### src/rtl/captura_operandos.sv
// ============================================================================
//  Module      : captura_operandos
//  Description : Keypad operand capture. Builds a 3-digit BCD entry from
//                filtered key strobes and commits it as operand A (key A)
//                and operand B (key #). Key B clears, and digits in LISTO
//                start a new operation. A silence counter suppresses
//                auto-repeat strobes of a held key.
//  Options     : KEY_BACKSPACE_EN - when defined, key C deletes the last
//                digit of the entry.
//  Revision    : 1.0 - initial release
// ============================================================================
`default_nettype none

module captura_operandos #(
    parameter int RELEASE_CYCLES = 16384
) (
    input  logic        clk,
    input  logic        rst,
    input  logic [3:0]  dato,
    input  logic        dato_ctrl,
    output logic [11:0] disp,
    output logic [1:0]  n_dig,
    output logic [11:0] num_a,
    output logic [11:0] num_b,
    output logic [1:0]  fase,
    output logic        listo
);

    localparam int            c_cnt_w  = $clog2(RELEASE_CYCLES + 1);
    localparam logic [c_cnt_w-1:0] c_sat = c_cnt_w'(RELEASE_CYCLES);

    localparam logic [3:0] c_key_a    = 4'd10;
    localparam logic [3:0] c_key_b    = 4'd11;
`ifdef KEY_BACKSPACE_EN
    localparam logic [3:0] c_key_c    = 4'd12;
`endif
    localparam logic [3:0] c_key_hash = 4'd15;

    typedef enum logic [1:0] {
        INGRESO_A = 2'b00,
        INGRESO_B = 2'b01,
        LISTO     = 2'b10,
        ILEGAL    = 2'b11
    } fase_t;

    fase_t                r_fase;
    fase_t                w_fase_next;
    logic [11:0]          r_entry;
    logic [11:0]          w_entry_next;
    logic [1:0]           r_n_dig;
    logic [1:0]           w_n_dig_next;
    logic [11:0]          r_num_a;
    logic [11:0]          w_num_a_next;
    logic [11:0]          r_num_b;
    logic [11:0]          w_num_b_next;
    logic                 r_listo;
    logic                 w_listo_next;
    logic [3:0]           r_last;
    logic [3:0]           w_last_next;
    logic [c_cnt_w-1:0]   r_silence;
    logic [c_cnt_w-1:0]   w_silence_next;

    logic                 w_accept;
    logic                 w_is_digit;
    logic                 w_entry_full;

    // A strobe is a new press if the code changed or the key was released long enough
    assign w_accept     = dato_ctrl && ((dato != r_last) || (r_silence == c_sat));
    assign w_is_digit   = (dato <= 4'd9);
    assign w_entry_full = (r_n_dig == 2'd3);

    // State and datapath registers; reset discards any simultaneous strobe
    always_ff @(posedge clk) begin
        if (rst) begin
            r_fase    <= INGRESO_A;
            r_entry   <= 12'h000;
            r_n_dig   <= 2'd0;
            r_num_a   <= 12'h000;
            r_num_b   <= 12'h000;
            r_listo   <= 1'b0;
            r_last    <= 4'h0;
            r_silence <= c_sat;
        end else begin
            r_fase    <= w_fase_next;
            r_entry   <= w_entry_next;
            r_n_dig   <= w_n_dig_next;
            r_num_a   <= w_num_a_next;
            r_num_b   <= w_num_b_next;
            r_listo   <= w_listo_next;
            r_last    <= w_last_next;
            r_silence <= w_silence_next;
        end
    end

    // Next-state: repeat filter plus per-phase key decoding
    always_comb begin
        w_fase_next    = r_fase;
        w_entry_next   = r_entry;
        w_n_dig_next   = r_n_dig;
        w_num_a_next   = r_num_a;
        w_num_b_next   = r_num_b;
        w_listo_next   = 1'b0;
        w_last_next    = r_last;
        w_silence_next = r_silence;

        if (dato_ctrl) begin
            w_silence_next = '0;
        end else if (r_silence != c_sat) begin
            w_silence_next = r_silence + 1'b1;
        end

        if (w_accept) begin
            w_last_next = dato;
        end

        case (r_fase)
            INGRESO_A, INGRESO_B: begin
                if (w_accept) begin
                    if (w_is_digit) begin
                        // Full entry swallows further digits silently
                        if (!w_entry_full) begin
                            w_entry_next = {r_entry[7:0], dato};
                            w_n_dig_next = r_n_dig + 2'd1;
                        end
                    end else if ((dato == c_key_a) && (r_fase == INGRESO_A)) begin
                        w_num_a_next = r_entry;
                        w_entry_next = 12'h000;
                        w_n_dig_next = 2'd0;
                        w_fase_next  = INGRESO_B;
                    end else if ((dato == c_key_hash) && (r_fase == INGRESO_B)) begin
                        w_num_b_next = r_entry;
                        w_entry_next = 12'h000;
                        w_n_dig_next = 2'd0;
                        w_listo_next = 1'b1;
                        w_fase_next  = LISTO;
                    end else if (dato == c_key_b) begin
                        w_entry_next = 12'h000;
                        w_n_dig_next = 2'd0;
`ifdef KEY_BACKSPACE_EN
                    end else if ((dato == c_key_c) && (r_n_dig != 2'd0)) begin
                        w_entry_next = {4'h0, r_entry[11:4]};
                        w_n_dig_next = r_n_dig - 2'd1;
`endif
                    end
                end
            end
            LISTO: begin
                if (w_accept) begin
                    if (w_is_digit) begin
                        // Operands stay visible until the next commit overwrites them
                        w_entry_next = {8'h00, dato};
                        w_n_dig_next = 2'd1;
                        w_fase_next  = INGRESO_A;
                    end else if (dato == c_key_b) begin
                        w_num_a_next = 12'h000;
                        w_num_b_next = 12'h000;
                        w_entry_next = 12'h000;
                        w_n_dig_next = 2'd0;
                        w_fase_next  = INGRESO_A;
                    end
                end
            end
            default: begin
                w_fase_next = INGRESO_A;
            end
        endcase
    end

    // Display follows the entry while typing and the result operand when ready
    always_comb begin
        disp = (r_fase == LISTO) ? r_num_b : r_entry;
    end

    assign n_dig = r_n_dig;
    assign num_a = r_num_a;
    assign num_b = r_num_b;
    assign fase  = r_fase;
    assign listo = r_listo;

endmodule

`default_nettype wire

### config.mk
export PLATFORM = sky130hd
export DESIGN_NAME = captura_operandos
export DESIGN_NICKNAME = d
export VERILOG_FILES = /design/src/rtl/captura_operandos.sv
export SDC_FILE = /design/constraint.sdc
export NUM_CORES = 1
export LEC_CHECK = 0
export ABC_AREA = 0
export CAP_MARGIN = 20
export CORE_ASPECT_RATIO = 0.6
export CORE_MARGIN = 3
export CORE_UTILIZATION = 31
export CTS_BUF_LIST = sky130_fd_sc_hd__clkbuf_8
export DETAILED_ROUTE_END_ITERATION = 7
export PLACE_DENSITY_LB_ADDON = 0.05
export SYNTH_ARGS = -nofsm -noshare
export SYNTH_HDL_FRONTEND = slang
export SYNTH_SLANG_ARGS = --single-unit
### constraint.sdc
create_clock -name clk -period 6.4 [get_ports clk]
set_clock_uncertainty 0.2 [all_clocks]
set_input_delay 0.96 -clock clk [delete_from_list [all_inputs] [get_ports clk]]
set_output_delay 0.96 -clock clk [all_outputs]
set_load 0.01 [all_outputs]
==> flow_metrics.tcl <==
set metrics [dict create \
    status "finished, final reports clean" \
    cp_max_fo 15 \
    wire_per_inst_um 15.19 \
    drc 0 \
    ant_nets 0 \
    synth_mux_area_share_pct 15.58 \
    synthArstFlopShare_pct 0 \
    hpwl_um 4582 \
    via_count 2154 \
    synth_flop_cell "dfxtp_1" \
    r2r-start "r_silence[0]$_SDFFE_PP0P_" \
    path_clk_slew_ns 0.06 \
    min_from "num_a[10]$_SDFFE_PP0P_" \
    gp_congestion 0.8180 \
    rows 26 \
    critical_path_class "register to output port" \
    die_w_um 128.6 \
    reg2reg_depth 7 \
    ios 48 \
    fmax_mhz 274.4 \
    syn_avg_cell_area_um2 9.672 \
    cts_setup_buffers 0 \
    cts_buffers 9 \
    fp.dieH_um 79.56 \
    clk_latency_ns 0.34 \
    htree_num_levels 3 \
    diodes 0 \
    post-route-period-util_pct 56.95 \
    rr_endpoint "num_b[11]$_SDFFE_PP0P_" \
    utilization_pct 40.63 \
    io_buffers 47 \
    synth-seq-cells 60 \
    final_cell_area_mm2 0.003516 \
    whs_endpoint "num_a[10]$_SDFFE_PP0P_" \
    grt_use_total_pct 14.13 \
    hold_depth 2 \
    vdd_ir_drop_max_mv 0.08384 \
    crit_path_start_kind "register" \
    synthAdderAreaFrac_pct 1.343 \
    power_density_mw_per_mm2 210.0 \
    synth_edf_count 0 \
    synth-xor-area-share_pct 4.073 \
    cp-end-kind "output port" \
    synth_fp_nets 299 \
    yosysWarnings 0 \
    fin_hold_ws_ns 0.2786 \
    clockRootBuffer "clkbuf_8" \
    leakage_nw 1.315 \
    place_inst 430 \
    maxSlewHeadroom_pct 35.26 \
    synth_top_family_by_area "simple AND/OR/NAND/NOR gates" \
    grt_pass1_wl_um 11080 \
    cts_resized 0 \
    crit_required_ns 5.24 \
    syn_area_mm2 0.002795 \
    via_per_inst 4.819 \
    synth_compound_area_share_pct 10.03 \
    ys_seq_area_share_pct 42.97 \
    synth-simple-area-share_pct 22.02 \
    clock-sinks 60 \
    drt-total-wl_um 6788 \
    start_util_pct 32.30 \
    hold_path.class "register to register" \
    area_delta_synth_final_pct 25.78 \
    final_layout_size_suffix_gt1_share_pct 11.34 \
    setup_tns_ns 0 \
    synthCells 289 \
    hold_violations 0 \
    drv_cap 0 \
    grt_setup_unrepaired "false" \
    grt_antenna_before_repair 0 \
    worst_pin_slew_ns 0.9684 \
    ctsLongestPathBuffers 2 \
    core_area_mm2 0.008653 \
    drt_iter0_drc 160 \
    nNetsFinal 341 \
    maxSlewViolCount 0 \
    ctsHoldBuffers 0 \
    die_area_mm2 0.01023 \
    tritoncts "yes" \
    grt_max_degree 41 \
    setup_viol 0 \
    ys_types 43 \
    gr-total-overflow 0 \
    rrSetupSlack_ns 3.65 \
    placed_area_mm2 0.003324 \
    layout.cells.non_filler 447 \
    grt_pass1_vias 2071 \
    crit_arrival_ns 2.48 \
    firstDrtPassIters 4 \
    period_minus_slack_ns 3.645 \
]
cell usage in the layout (no fill, tap or decap), types with 6 or more instances in the layout:
master / synthesis / routed
mux2i_1: 30 / 30
nand3_1: 6 / 6
clkbuf_8: 0 / 11
dfxtp_1: 60 / 60
a21oi_1: 13 / 13
nor2_1: 19 / 19
nand2b_1: 27 / 27
mux2_2: 12 / 12
a32o_1: 9 / 9
xor2_1: 11 / 11
nand2_1: 22 / 22
clkdlybuf4s50_1: 0 / 47
inv_1: 4 / 6
o21ai_0: 10 / 10
area by class of cell:
type	instances	area (um^2)
clock inverter	4	17.52
inverter	4	15.01
timing repair buffer	51	508.0
sequential	60	1201
fill	859	5137
multi-input combinational	205	1483
clock buffer	11	151.4
tap	112	140.1
cell usage after synthesis (all sizes together) (6+ instances only):
library cell | count | area [um^2]
a21oi | 13 | 65.06
a32o | 9 | 90.09
buf | 7 | 47.54
clkbuf | 13 | 48.80
dfxtp | 60 | 1201
mux2 | 12 | 135.1
mux2i | 30 | 300.3
nand2 | 22 | 82.58
nand2b | 27 | 168.9
nand3 | 6 | 30.03
nor2 | 19 | 71.32
o21ai | 10 | 50.05
xor2 | 11 | 96.34
kinds of logic (layout without fill, tap and decap cells):
kind of cell               Yosys count  count (layout)
muxes                               42              42
AOI/OAI and AO/OA                   41              41
adders and majority gates            3               3
xor gates and xnor gates            13              13
buffers and inverters               24              70
and+or+nand+nor                    106             106
DFF                                 60              60
worst max-delay path, cell delays in order, from the launching register on:
cell             delay (ns)
dfxtp_1                0.49
nand2b_1               0.73
mux2_2                 0.43
clkdlybuf4s50_1        0.48
worst max-delay path by stage:
stage                             to                 start  slack [ns]
6_report                    disp[11]  fase[0]$_SDFFE_PP0P_        2.76
5_1_grt                     disp[11]  fase[0]$_SDFFE_PP0P_        2.61
4_1_cts                     disp[11]  fase[0]$_SDFFE_PP0P_        2.68
3_5_place_dp   num_a[7]$_SDFFE_PP0P_               dato[0]        2.54
3_3_place_gp   num_a[8]$_SDFFE_PP0P_               dato[2]        2.65
2_1_floorplan               disp[10]  fase[1]$_SDFFE_PP0P_        3.67
through the flow:
step	worst slack (ns)	total power, mW
after floorplan	3.673	0.4304
after global placement	2.650	0.4504
after detailed placement	2.545	0.4497
after CTS	2.676	0.7509
after global routing	2.606	0.7750
final	2.755	0.7382
power by group:
part           total [mW]  leakage (nW)  switching [mW]  internal (mW)
sequential          0.384         0.485         0.00553          0.379
combinational      0.0573         0.732          0.0315         0.0259
clock               0.296        0.0976           0.141          0.155
total               0.738          1.32           0.178          0.560
per-layer routing:
| metal | global-route usage [%] | part of all wire (%) | vias up |
|---|---|---|---|
| met3 | 6.150 | 6.3 | 7 |
| met2 | 16.46 | 36 | 54 |
| li1 | - | - | 1099 |
| met1 | 22.11 | 57 | 994 |
| met5 | 0 | 0 | - |
| met4 | 4.088 | 1.1 | 0 |
flip-flops by register name (all words and copies together), names as in the netlist:
register / flops
num_a: 12
listo: 1
n_dig: 2
r_last: 4
fase: 2
r_silence: 15
r_entry: 12
num_b: 12
Note: power is estimated with default switching activity, not from simulation.
==> RTL change (same settings) <==
Register the input `dato_ctrl` before use, cleared by the reset. The logic sees it one clock later. The other inputs are not delayed to match.
--- a/src/rtl/captura_operandos.sv
+++ b/src/rtl/captura_operandos.sv
@@ -43,6 +43,16 @@
         ILEGAL    = 2'b11
     } fase_t;
 
+    logic dato_ctrl_q;
+
+    always_ff @(posedge clk) begin
+        if (rst) begin
+            dato_ctrl_q <= '0;
+        end else begin
+            dato_ctrl_q <= dato_ctrl;
+        end
+    end
+
     fase_t                r_fase;
     fase_t                w_fase_next;
     logic [11:0]          r_entry;
@@ -65,7 +75,7 @@
     logic                 w_entry_full;
 
     // A strobe is a new press if the code changed or the key was released long enough
-    assign w_accept     = dato_ctrl && ((dato != r_last) || (r_silence == c_sat));
+    assign w_accept     = dato_ctrl_q && ((dato != r_last) || (r_silence == c_sat));
     assign w_is_digit   = (dato <= 4'd9);
     assign w_entry_full = (r_n_dig == 2'd3);
 
@@ -103,7 +113,7 @@
         w_last_next    = r_last;
         w_silence_next = r_silence;
 
-        if (dato_ctrl) begin
+        if (dato_ctrl_q) begin
             w_silence_next = '0;
         end else if (r_silence != c_sat) begin
             w_silence_next = r_silence + 1'b1;
Behaviour: not the same (Yosys sat finds a counterexample within 4 cycles, from zero or initial values and one cycle with rst high).
==> RTL change against the original RTL <==
  * Cell area is 1.3% higher
  * Sequential cell count up 1
  * Non-clock buffer count decreased by 1
  * Maximum frequency is 5.4% higher
  * Combinational power grew 2%
  * First-iteration DRC count shrank 25%
  * Routed wire length is 2.7% lower
  * Setup slack better by 190 ps
  * Die area grew 1.6%
  * Via count down 0.14%
  * Power up 0.72%
  * Register-to-register slack better by 380 ps
  * Synthesized area increased by 1.7%
  * Critical endpoint is now disp[0]
  * Largest cell class unchanged
==> RTL change: results (changes against the original RTL) <==
Final #Nets 343 (was 341); fin cells 448 (was 447); mux share of post-synthesis cell area 14.6% (was 15.6%); placed cell count 433 (was 430); Slew @ Worst Pin 524 ps (was 968 ps); post-DR wirelength/cell 14.7 um (was 15.2 um); post-synth net total 302 (was 299); routability cong. 0.744 (was 0.818); Max rail drop VDD 0.0931 mV (was 0.0838 mV); Worst Hold End num_a[8] (was num_a[10]); synth top area cells dfxtp_1 (43%), mux2i_1 (9.9%), mux2_2 (4.8%) (was dfxtp_1 (43%), mux2i_1 (11%), nand2b_1 (6.0%)); Netlist cell types 48 (was 43); outcome finished, final reports clean (unchanged); adder-cell share of the synthesized area 1.32% (was 1.34%); Global Route met3 Usage 4.78% (was 6.15%); met1 Resource Use GR 21.3% (was 22.1%); Seq/Total Area, Yosys 42.9% (was 43.0%); total track usage 13.9% (was 14.1%); met2 usage 17.3% (was 16.5%); register-to-register setup slack 4030 ps (was 3650 ps); critical path peak fanout 33 (was 15); Post-synth top cells dfxtp_1 (61), nand2_1 (31), mux2i_1 (28), nor2_1 (19), nand3_1 (16) (was dfxtp_1 (60), mux2i_1 (30), nand2b_1 (27), nand2_1 (22), nor2_1 (19)); drt initial violations 120 (was 160); vias post-DR 2151 (was 2154); min-delay src num_a[8] (was num_a[10]); CP arrival 2300 ps (was 2480 ps); layout cells sized above 1 12.2% (was 11.3%); clock buffer depth 2 (unchanged); Compound-Gate Fraction of Synth Area 11.0% (was 10.0%); R2R Path End num_a[9] (was num_b[11]); vias in the first global route 2091 (was 2071); post-synthesis cell count 292 (was 289); worst-skew pair later-pin latency 330 ps; Inserted Clock Buffers 9 (unchanged); Synth Area in XOR/XNOR 4.31% (was 4.07%); pin count of the biggest net entering global routing 40 (was 41)
[RTL change: cell type report]
cell class / instances / area, um2
fill: 864 / 5160
timing repair buffer: 50 / 493
sequential: 61 / 1220
multi-input combinational: 204 / 1520
tap: 112 / 140
clock buffer: 11 / 151
clock inverter: 3 / 13.8
inverter: 7 / 26.3
[RTL change: kinds of logic (layout without fill, tap and decap cells)]
| family | Yosys count | count (layout) |
|---|---|---|
| AO/OA/AOI/OAI | 40 | 40 |
| XOR/XNOR | 14 | 14 |
| adder cells (fa/ha/maj) | 3 | 3 |
| buffers and inverters | 27 | 71 |
| flip-flops | 61 | 61 |
| multiplexers | 40 | 40 |
| AND/OR/NAND/NOR | 107 | 107 |
[RTL change: report_power, final]
part           switching, mW  internal (mW)  total (mW)
Clock                  0.140          0.154       0.294
Combinational         0.0333         0.0249      0.0582
Sequential           0.00615          0.385       0.391
Total                  0.179          0.564       0.743
[RTL change: how the worst max path moves through the flow]
stage                  to  slack, ps  cells after the start
2_1_floorplan    disp[10]       3610                      5
3_3_place_gp   r_entry[1]       2570                      6
3_5_place_dp   r_entry[1]       2540                      6
4_1_cts           disp[0]       2900                      4
5_1_grt           disp[1]       2780                      4
6_report          disp[0]       2940                      4
[RTL change: per-stage QoR]
step,area [um2],setup WS (ps),power [mW],hold WS [ps],util [%]
after floorplan,2840,3610,0.439,258,-
after global placement,3390,2570,0.458,248,38.9
after detailed placement,3390,2540,0.457,250,38.9
after CTS,3550,2900,0.759,260,40.8
after global routing,3560,2780,0.782,274,40.8
final,3560,2940,0.743,255,40.8
[RTL change: critical path, stage by stage (launching register included)]
cell and delay [ps]:
dfxtp_1 480, nand2b_1 220, buf_4 380, mux2_2 390, clkdlybuf4s50_1 480
[RTL change: layer usage]
metal,wire length [um],up-vias
met1,3780,975
met3,454,4
met2,2320,48
li1,-,1124
met5,0,-
met4,47,0
